$ cat config.mk
export PLATFORM = sky130hd
export DESIGN_NAME = sobel_edge_stream
export DESIGN_NICKNAME = d
export VERILOG_FILES = /design/src/rtl/sobel_pkg.sv /design/src/rtl/sobel_kernel.sv /design/src/rtl/sobel_edge_stream.sv
export SDC_FILE = /design/constraint.sdc
export NUM_CORES = 1
export LEC_CHECK = 0
export ABC_AREA = 1
export CORE_AREA = 2 2 318 163
export CTS_BUF_LIST = sky130_fd_sc_hd__clkbuf_4
export DETAILED_ROUTE_END_ITERATION = 16
export DIE_AREA = 0 0 320 165
export MAX_ROUTING_LAYER = met4
export PLACE_DENSITY = 0.74
export SLEW_MARGIN = 20
export SYNTH_ARGS = -nofsm -noshare
export SYNTH_HDL_FRONTEND = slang
export SYNTH_HIERARCHICAL = 1
export SYNTH_SLANG_ARGS = --single-unit
$ cat constraint.sdc
create_clock -name clk -period 9.4 [get_ports clk]
set_input_delay 0.94 -clock clk [delete_from_list [all_inputs] [get_ports clk]]
set_output_delay 0.94 -clock clk [all_outputs]
set_load 0.1 [all_outputs]
$ cat src/rtl/sobel_pkg.sv
// Shared encodings for the Sobel edge stream: gradient mode codes and the
// frame-level control states.
package sobel_pkg;

  localparam logic [1:0] MODE_LEGACY  = 2'd0;
  localparam logic [1:0] MODE_SUM_ABS = 2'd1;
  localparam logic [1:0] MODE_ABS_X   = 2'd2;
  localparam logic [1:0] MODE_ABS_Y   = 2'd3;

  typedef enum logic [1:0] {
    IDLE  = 2'd0,
    RUN   = 2'd1,
    FLUSH = 2'd2
  } state_t;

endpackage

$ cat src/rtl/sobel_kernel.sv
// Combinational 3x3 Sobel kernel: window pixels plus mode/threshold in,
// one PIX_W edge magnitude out. The centre pixel carries zero weight.
module sobel_kernel
  import sobel_pkg::*;
#(
  parameter int PIX_W = 8
) (
  input  logic [PIX_W-1:0] t_l,
  input  logic [PIX_W-1:0] t_c,
  input  logic [PIX_W-1:0] t_r,
  input  logic [PIX_W-1:0] m_l,
  input  logic [PIX_W-1:0] m_r,
  input  logic [PIX_W-1:0] b_l,
  input  logic [PIX_W-1:0] b_c,
  input  logic [PIX_W-1:0] b_r,
  input  logic [1:0]       mode,
  input  logic             thresh_en,
  input  logic [PIX_W-1:0] thresh,
  output logic [PIX_W-1:0] result
);

  localparam int GW = PIX_W + 3;
  localparam int SW = PIX_W + 4;
  localparam logic [PIX_W-1:0] MAX_V = '1;

  function automatic logic signed [GW-1:0] zext(input logic [PIX_W-1:0] p);
    return $signed({3'b000, p});
  endfunction

  // Halve with truncation toward zero: bias negative values by one first.
  function automatic logic signed [SW-1:0] half_trunc(input logic signed [SW-1:0] v);
    logic signed [SW-1:0] t;
    t = v + $signed({{(SW-1){1'b0}}, v[SW-1]});
    return t >>> 1;
  endfunction

  function automatic logic [PIX_W-1:0] clamp_u(input logic signed [SW-1:0] v);
    logic signed [SW-1:0] max_s;
    max_s = $signed({{(SW-PIX_W){1'b0}}, MAX_V});
    if (v < 0)
      return '0;
    else if (v > max_s)
      return MAX_V;
    else
      return v[PIX_W-1:0];
  endfunction

  logic signed [GW-1:0] gx;
  logic signed [GW-1:0] gy;
  logic signed [SW-1:0] gx_w;
  logic signed [SW-1:0] gy_w;
  logic signed [SW-1:0] ax;
  logic signed [SW-1:0] ay;
  logic [PIX_W-1:0]     mode_res;

  always_comb begin
    gx   = (zext(t_l) + (zext(m_l) <<< 1) + zext(b_l))
         - (zext(t_r) + (zext(m_r) <<< 1) + zext(b_r));
    gy   = (zext(t_l) + (zext(t_c) <<< 1) + zext(t_r))
         - (zext(b_l) + (zext(b_c) <<< 1) + zext(b_r));
    gx_w = $signed({gx[GW-1], gx});
    gy_w = $signed({gy[GW-1], gy});
    ax   = gx_w[SW-1] ? -gx_w : gx_w;
    ay   = gy_w[SW-1] ? -gy_w : gy_w;

    mode_res = '0;
    case (mode)
      MODE_LEGACY:  mode_res = clamp_u(half_trunc(gx_w + gy_w));
      MODE_SUM_ABS: mode_res = clamp_u(ax + ay);
      MODE_ABS_X:   mode_res = clamp_u(ax);
      MODE_ABS_Y:   mode_res = clamp_u(ay);
      default:      mode_res = '0;
    endcase

    result = mode_res;
    if (thresh_en)
      result = (mode_res >= thresh) ? MAX_V : '0;
  end

endmodule

$ cat src/rtl/sobel_edge_stream.sv
// Streaming 3x3 Sobel edge detector: raster pixels in, one edge value per
// pixel out in raster order, with a (IMG_W+1)-cycle end-of-frame flush.
module sobel_edge_stream
  import sobel_pkg::*;
#(
  parameter int IMG_W = 32,
  parameter int IMG_H = 32,
  parameter int PIX_W = 8
) (
  input  logic             clk,
  input  logic             rst,
  input  logic             pix_valid,
  input  logic [PIX_W-1:0] pix_data,
  input  logic [1:0]       mode,
  input  logic             thresh_en,
  input  logic [PIX_W-1:0] thresh,
  output logic             busy,
  output logic             valid,
  output logic [PIX_W-1:0] edge_out,
  output logic             frame_done
);

  localparam int CW = $clog2(IMG_W);
  localparam int RW = $clog2(IMG_H);
  localparam int FW = $clog2(IMG_W + 1);

  state_t state_q, state_d;

  logic [CW-1:0] in_col;
  logic [RW-1:0] in_row;
  logic [CW-1:0] out_col;
  logic [RW-1:0] out_row;
  logic [FW-1:0] flush_cnt;

  logic [PIX_W-1:0] lb0 [IMG_W];
  logic [PIX_W-1:0] lb1 [IMG_W];
  logic [PIX_W-1:0] lb0_rd, lb1_rd;
  logic [PIX_W-1:0] t_a, t_b, m_a, m_b, b_a, b_b;

  logic [1:0]       cfg_mode;
  logic             cfg_ten;
  logic [PIX_W-1:0] cfg_thresh;

  logic             accept_p0, last_in, emit_run, emit_flush, emit_p0;
  logic             border_p0, out_last_p0, flush_end;
  logic [PIX_W-1:0] kres_p0;

  logic             vld_p1, done_p1;
  logic [PIX_W-1:0] edge_p1;

  // Stage p0: accept, window update and kernel evaluation
  always_comb begin
    lb0_rd      = lb0[in_col];
    lb1_rd      = lb1[in_col];
    accept_p0   = pix_valid && (state_q != FLUSH);
    last_in     = (in_row == RW'(IMG_H - 1)) && (in_col == CW'(IMG_W - 1));
    // Output k needs input k+IMG_W+1, so emission starts at row 1, column 1.
    emit_run    = accept_p0 && ((in_row > RW'(1)) ||
                                ((in_row == RW'(1)) && (in_col != '0)));
    emit_flush  = (state_q == FLUSH);
    emit_p0     = emit_run || emit_flush;
    border_p0   = (out_row == '0) || (out_row == RW'(IMG_H - 1)) ||
                  (out_col == '0) || (out_col == CW'(IMG_W - 1));
    out_last_p0 = (out_row == RW'(IMG_H - 1)) && (out_col == CW'(IMG_W - 1));
    flush_end   = (flush_cnt == FW'(IMG_W));
  end

  always_comb begin
    state_d = state_q;
    case (state_q)
      IDLE:    if (accept_p0) state_d = RUN;
      RUN:     if (accept_p0 && last_in) state_d = FLUSH;
      FLUSH:   if (flush_end) state_d = IDLE;
      default: state_d = IDLE;
    endcase
  end

  sobel_kernel #(.PIX_W(PIX_W)) u_kernel (
    .t_l       (t_a),
    .t_c       (t_b),
    .t_r       (lb1_rd),
    .m_l       (m_a),
    .m_r       (lb0_rd),
    .b_l       (b_a),
    .b_c       (b_b),
    .b_r       (pix_data),
    .mode      (cfg_mode),
    .thresh_en (cfg_ten),
    .thresh    (cfg_thresh),
    .result    (kres_p0)
  );

  always_ff @(posedge clk) begin
    if (accept_p0) begin
      lb1[in_col] <= lb0_rd;
      lb0[in_col] <= pix_data;
      t_a <= t_b;
      t_b <= lb1_rd;
      m_a <= m_b;
      m_b <= lb0_rd;
      b_a <= b_b;
      b_b <= pix_data;
      if (state_q == IDLE) begin
        cfg_mode   <= mode;
        cfg_ten    <= thresh_en;
        cfg_thresh <= thresh;
      end
    end
  end

  // Stage p1: registered output, counters and control
  always_ff @(posedge clk) begin
    if (rst) begin
      state_q   <= IDLE;
      in_col    <= '0;
      in_row    <= '0;
      out_col   <= '0;
      out_row   <= '0;
      flush_cnt <= '0;
      vld_p1    <= 1'b0;
      done_p1   <= 1'b0;
      edge_p1   <= '0;
    end else begin
      state_q <= state_d;

      if (accept_p0) begin
        if (in_col == CW'(IMG_W - 1)) begin
          in_col <= '0;
          in_row <= last_in ? '0 : in_row + 1'b1;
        end else begin
          in_col <= in_col + 1'b1;
        end
      end

      if (emit_p0) begin
        if (out_col == CW'(IMG_W - 1)) begin
          out_col <= '0;
          out_row <= out_last_p0 ? '0 : out_row + 1'b1;
        end else begin
          out_col <= out_col + 1'b1;
        end
        // Flush outputs all fall on the last two rows, which are border.
        edge_p1 <= (border_p0 || emit_flush) ? '0 : kres_p0;
      end

      flush_cnt <= emit_flush ? flush_cnt + 1'b1 : '0;
      vld_p1    <= emit_p0;
      done_p1   <= emit_p0 && out_last_p0;
    end
  end

  assign busy       = (state_q == FLUSH);
  assign valid      = vld_p1;
  assign edge_out   = edge_p1;
  assign frame_done = done_p1;

endmodule

==> impl_metrics.csv, run 1 <==
group,metric,value,unit
hold_path,hold_path_class,"reg -> reg",
hold_path,min_to,"b_a[1]",
setup_path,start_kind,"flip-flop",
yosys,synth_top_cells_by_count,"nand2_1 (871), edfxtp_1 (571), nand3_1 (487)",
yosys,async_flop_share,0,%
yosys,ys_ff_latch,614,
setup_path,slowest_delay,0.54,ns
yosys,synth_edf_count,571,
setup_path,r2r_slack,0.65,ns
floorplanning,die_h,165,µm
sta,slew_headroom,33.98,%
yosys,synth_ff_type,"edfxtp_1",
clocking,cts_tree,"done",
status,status,"finished clean",
yosys,synth_fp_nets,3032,
final_layout,synthToLayoutAreaGrowth,12.10,%
route,post_drt_wl_per_cell,20.19,µm
final_layout,fin_util,67.02,%
setup_path,critPathMaxFanout,50,
clocking,clock-sinks,614,
grt,grt_usage,29.34,%
route,route.detailed.drc,0,
setup_path,cp.arrival,9.49,ns
floorplanning,ios,33,
job,maxCapViolations,0,
setup_path,rr_endpoint,"edge_out[0]",
yosys,syn_inst,2873,
placed_design,placed_area,0.03098,mm²
sta,fmax,114.2,MHz
clocking,clockBufferDepth,3,
route,routed_via_density,5.692,
sta,period_minus_slack,8.754,ns
grt,grt_pass1_vias,20520,
floorplanning,core_area,0.04978,mm²
sta,finalHoldViolCount,0,
yosys,synth_area,0.02976,mm²
final_layout,fillCellCount,3687,
sta,slew_viol_final,0,
route,drtIter0Drc,2340,
grt,overflow,0,
grt,grt_pass1_wl,114000,µm
route,detail-route-antenna-nets,0,
floorplanning,dieArea,0.05280,mm²
clocking,htreeDepth,4,
yosys,yosys.area.top_type,"edfxtp_1",
final_layout,drive_gt1_share,12.89,%
sta,setup_viol_count_final,0,
route,finalWirelength,76750,µm
floorplanning,rows,58,
sta,worst-slew-pin-transition,0.9872,ns
yosys,synth.most_common_cell,"nand2_1",
floorplanning,initial_core_util,59.78,%
clocking,root_buffer,"clkbuf_4",
final_layout,regArea,0.01802,mm²
clocking,clock_latency,0.86,ns
final_layout,multi_input_area,0.01005,mm²
route,drt_pre_antenna_iters,6,
setup_path,crit_buf_inv,8,
yosys,yosysTopAreaCellShare,57.61,%
setup_path,critical-path-top-delay-family,"adder cells",
setup_path,reg2reg_depth,53,
grt,antenna_found_initial,1,
route,num_vias,21640,
setup_path,endpoint_kind,"flip-flop",
setup_path,critPathSlowestCell,"fa_1",
clocking,numCtsBuffers,136,
grt,grt_start_max_net_pins,87,
floorplanning,dieWidth,320,µm
final_layout,design_area,0.03336,mm²
setup_path,path_common_cell,"nand2_1",
hold_path,hold_depth,0,
yosys,ys_warn_count,6,
yosys,postSynthAreaPerCell,10.36,µm²
yosys,yosysSeqAreaShare,60.51,%
placed_design,hpwlAfterDp,46160,µm
sta,fin_crit_sh,93.13,%
setup_path,path_class,"reg -> reg",
yosys,synth.top_cells.by_area,"edfxtp_1 (58%), nand2_1 (11%), nand3_1 (8.2%), fa_1 (3.8%), inv_1 (3.5%)",
setup_path,cp.required,10.13,ns
sta,skew,0.07796,ns
hold_path,min-delay-start,"b_b[1]",
final_layout,final_nets,3199,
placed_design,portBuffers,32,
clocking,path_clk_slew,0.07,ns
yosys,yosysUniqueCellTypes,47,
placed_design,globalplace.congestion,0.9513,
clocking,cts_hold_buf,0,
## area by class of cell
class                   instances  area share (%)
clock inverters                34          0.6676
diodes                          1        0.007501
flip-flops and latches        614           54.00
clock buffers                 205           4.613
inverters                     286           3.263
multi-input cells            1858           30.13
well taps                     660           2.475
repair buffers                144           4.838
## cell families after synthesis
family,after synthesis,synth area share [%]
buf+inv,401,6.109
simple gates,1530,22.03
compound gates,151,2.985
fa+ha+maj,137,7.197
flops,614,60.51
xor+xnor,40,1.177
## layer usage
layer	GRT usage, %	vias to the layer above	part of all wire (%)
met1	37.87	10330	40
met4	8.664	0	2.5
li1	-	10110	-
met5	-	-	0
met2	46.61	1050	47
met3	7.223	154	11
## worst max path at each step
stage | cells past startpoint | slack (ns) | startpoint | endpoint
6_report | 53 | 0.65 | flip-flop | edge_out[0]
5_1_grt | 61 | -0.04 | flip-flop | edge_out[2]
4_1_cts | 51 | 0.25 | flip-flop | edge_out[0]
3_5_place_dp | 51 | 0.25 | flip-flop | edge_out[0]
3_3_place_gp | 50 | 0.38 | flip-flop | edge_out[7]
2_1_floorplan | 60 | 1.36 | flip-flop | edge_out[0]
## sequential cells by signal, summed over array words and instances (netlist names), 8 cells and up, named ones only
name        flops
b_a             8
b_b             8
cfg_thresh      8
edge_out        8
lb0           256
lb1           256
m_a             8
m_b             8
t_a             8
t_b             8
## cells in the final DEF, fill, tap and decap left out, drive strengths merged, types with 7 or more instances in the layout
cell type      instances
o21a                  20
inv                  290
nand2                882
o21ai                 44
edfxtp               571
xor2                  33
and2                   7
fa                    57
xnor2                  7
clkinv                24
buf                  104
nand3                491
clkbuf               213
nor3                  25
dfxtp                 43
nand4                 10
clkdlybuf4s50         32
a21oi                 74
nor2                 103
ha                    80
## metrics by stage
step           setup slack (ns)  hold slack (ns)  setup TNS [ns]  instances
5_1_grt                -0.03501           0.4156        -0.07927       3802
3_3_place_gp             0.3806           0.4022               0       3534
6_report                 0.6460           0.3983               0       3802
2_1_floorplan             1.360           0.4003               0       2873
4_1_cts                  0.2498           0.3985               0       3773
3_5_place_dp             0.2501           0.4054               0       3534
## what timing repair did
item                                    in CTS  in global routing
endpoints found under the setup margin       0                  8
gates resized for setup                      0                 46
setup buffers                                0                 20
Power of run 1 is not shown: default switching activity piles up to over one toggle a cycle in this logic, so the estimate is an artifact.
==> run 2, diff against run 1 <==
--- a/config.mk
+++ b/config.mk
@@ -10,6 +10,7 @@
 export CTS_BUF_LIST = sky130_fd_sc_hd__clkbuf_4
 export DETAILED_ROUTE_END_ITERATION = 16
 export DIE_AREA = 0 0 320 165
+export GPL_TIMING_DRIVEN = 0
 export MAX_ROUTING_LAYER = met4
 export PLACE_DENSITY = 0.74
 export SLEW_MARGIN = 20
==> impl_metrics.csv, run 2 (synthesis gave the netlist of run 1 again) <==
group,metric,value,unit
grt,overflow,0,
floorplanning,dieWidth,320,µm
sta,worst-slew-pin-transition,1.005,ns
sta,slew_viol_final,0,
sta,period_minus_slack,8.850,ns
floorplanning,ios,33,
sta,skew,0.06738,ns
grt,grt_usage,31.57,%
setup_path,cp.required,10.16,ns
final_layout,biggestRegsByFlops,"lb0 x256, lb1 x256",
route,drt_pre_antenna_iters,6,
floorplanning,initial_core_util,59.78,%
grt,top_usage_layer,"met2",
clocking,htreeDepth,4,
placed_design,post-place-cells,3592,
clocking,path_clk_slew,0.08,ns
setup_path,crit_buf_inv,13,
setup_path,start_kind,"flip-flop",
floorplanning,core_area,0.04978,mm²
grt,use_met3,9.957,%
placed_design,preCtsSetupSlack,-0.3511,ns
route,post_drt_wl_per_cell,20.81,µm
grt,antenna_found_initial,4,
sta,fmax,113.0,MHz
setup_path,critical-path-top-delay-family,"adder cells",
final_layout,fillCellCount,3676,
final_layout,drive_gt1_share,16.47,%
final_layout,final_nets,3259,
setup_path,critPathMaxFanout,10,
setup_path,endpoint_kind,"flip-flop",
grt,met1_usage,40.22,%
grt,grt_pass1_vias,21020,
hold_path,hold_path_class,"reg -> reg",
clocking,clock_latency,0.88,ns
placed_design,hpwlAfterDp,54450,µm
sta,slew_headroom,32.76,%
hold_path,min-delay-start,"b_b[4]",
floorplanning,dieArea,0.05280,mm²
final_layout,final_common_cell,"nand2_1",
setup_path,slowest_delay,0.51,ns
grt,gr-usage-met2,47.31,%
route,detail-route-antenna-nets,0,
clocking,clock-sinks,614,
sta,setup_viol_count_final,0,
placed_design,portBuffers,32,
status,status,"finished clean",
job,maxCapViolations,0,
route,num_vias,21990,
grt,grt_start_max_net_pins,55,
setup_path,critPathSlowestCell,"fa_1",
floorplanning,die_h,165,µm
final_layout,fin_util,68.22,%
placed_design,globalplace.congestion,0.9774,
grt,grt_pass1_wl,118900,µm
clocking,numCtsBuffers,138,
clocking,root_buffer,"clkbuf_4",
route,finalWirelength,80400,µm
setup_path,cp.arrival,9.61,ns
route,routed_via_density,5.692,
route,drtIter0Drc,2521,
route,route.detailed.drc,0,
sta,finalHoldViolCount,0,
final_layout,fin_cells,3863,
final_layout,synthToLayoutAreaGrowth,14.12,%
clocking,clockBufferDepth,3,
sta,fin_crit_sh,94.15,%
clocking,cts_tree,"done",
floorplanning,rows,58,
final_layout,mostFrequentLayoutCells,"nand2_1 (860), edfxtp_1 (571), nand3_1 (482)",
sta,setup_ws,0.5500,ns
sta,whs,0.4154,ns
setup_path,path_class,"reg -> reg",
[run 2: cell count changes in the layout (fill, tap and decap cells not counted), moves of 11 or more]
cell,change
nor2_2,+16
buf_2,+46
buf_6,+36
nor2_4,+17
o21a_1,-12
nor2_1,-33
buf_4,-43
clkbuf_4,+15
buf_8,+11
[run 2: metal layers]
metal  wire, µm  vias up  part of all wire (%)
met3      10350      217                    13
met1      31530    10280                    39
li1           -    10220                     -
met4       2972        0                   3.7
met2      35550     1276                    44
met5          0        -                     0
[run 2: stage by stage]
step,TNS (ns),area [µm²]
after floorplan,0,29760
after global placement,-8.370,30910
after detailed placement,-2.671,31550
after CTS,0,33330
after global routing,-0.1785,33960
final,0,33960
[run 2: worst register-to-register path: cells and delay by family, from the launching register on]
kind                       cells  cell delay [ns]
buffers and inverters         13             1.48
and+or+nand+nor               27             2.70
xor gates and xnor gates       1             0.07
DFF                            1             0.31
adders and majority gates      8             2.76
AOI/OAI and AO/OA              9             1.45
[run 2: worst paths after layout]
check                                   end  depth (start not counted)  slack (ns)
worst max-delay path            edge_out[5]                         58        0.55
worst min-delay path                 b_a[4]                          0        0.42
worst max register to register  edge_out[5]                         58        0.55
worst min register to register       b_a[4]                          0        0.42
[run 2: final cells by class]
class,instances,area (µm²),area share [%]
Clock inverter,32,191.4,0.5637
Antenna cell,4,10.01,0.02947
Clock buffer,207,1554,4.576
Timing Repair Buffer,88,1026,3.021
Inverter,286,1080,3.179
Tap cell,660,825.8,2.431
Sequential cell,614,18010,53.02
Buffer,114,882.1,2.597
Multi-Input combinational cell,1858,10390,30.58
[run 2: repair_timing]
item	CTS	global route
setup endpoints to repair	8	8
gates resized for setup	11	137
buffers inserted	0	28
pin swaps	0	18
hold buffers	0	0
cloned	0	1
Power of run 2 is left out for the same reason.
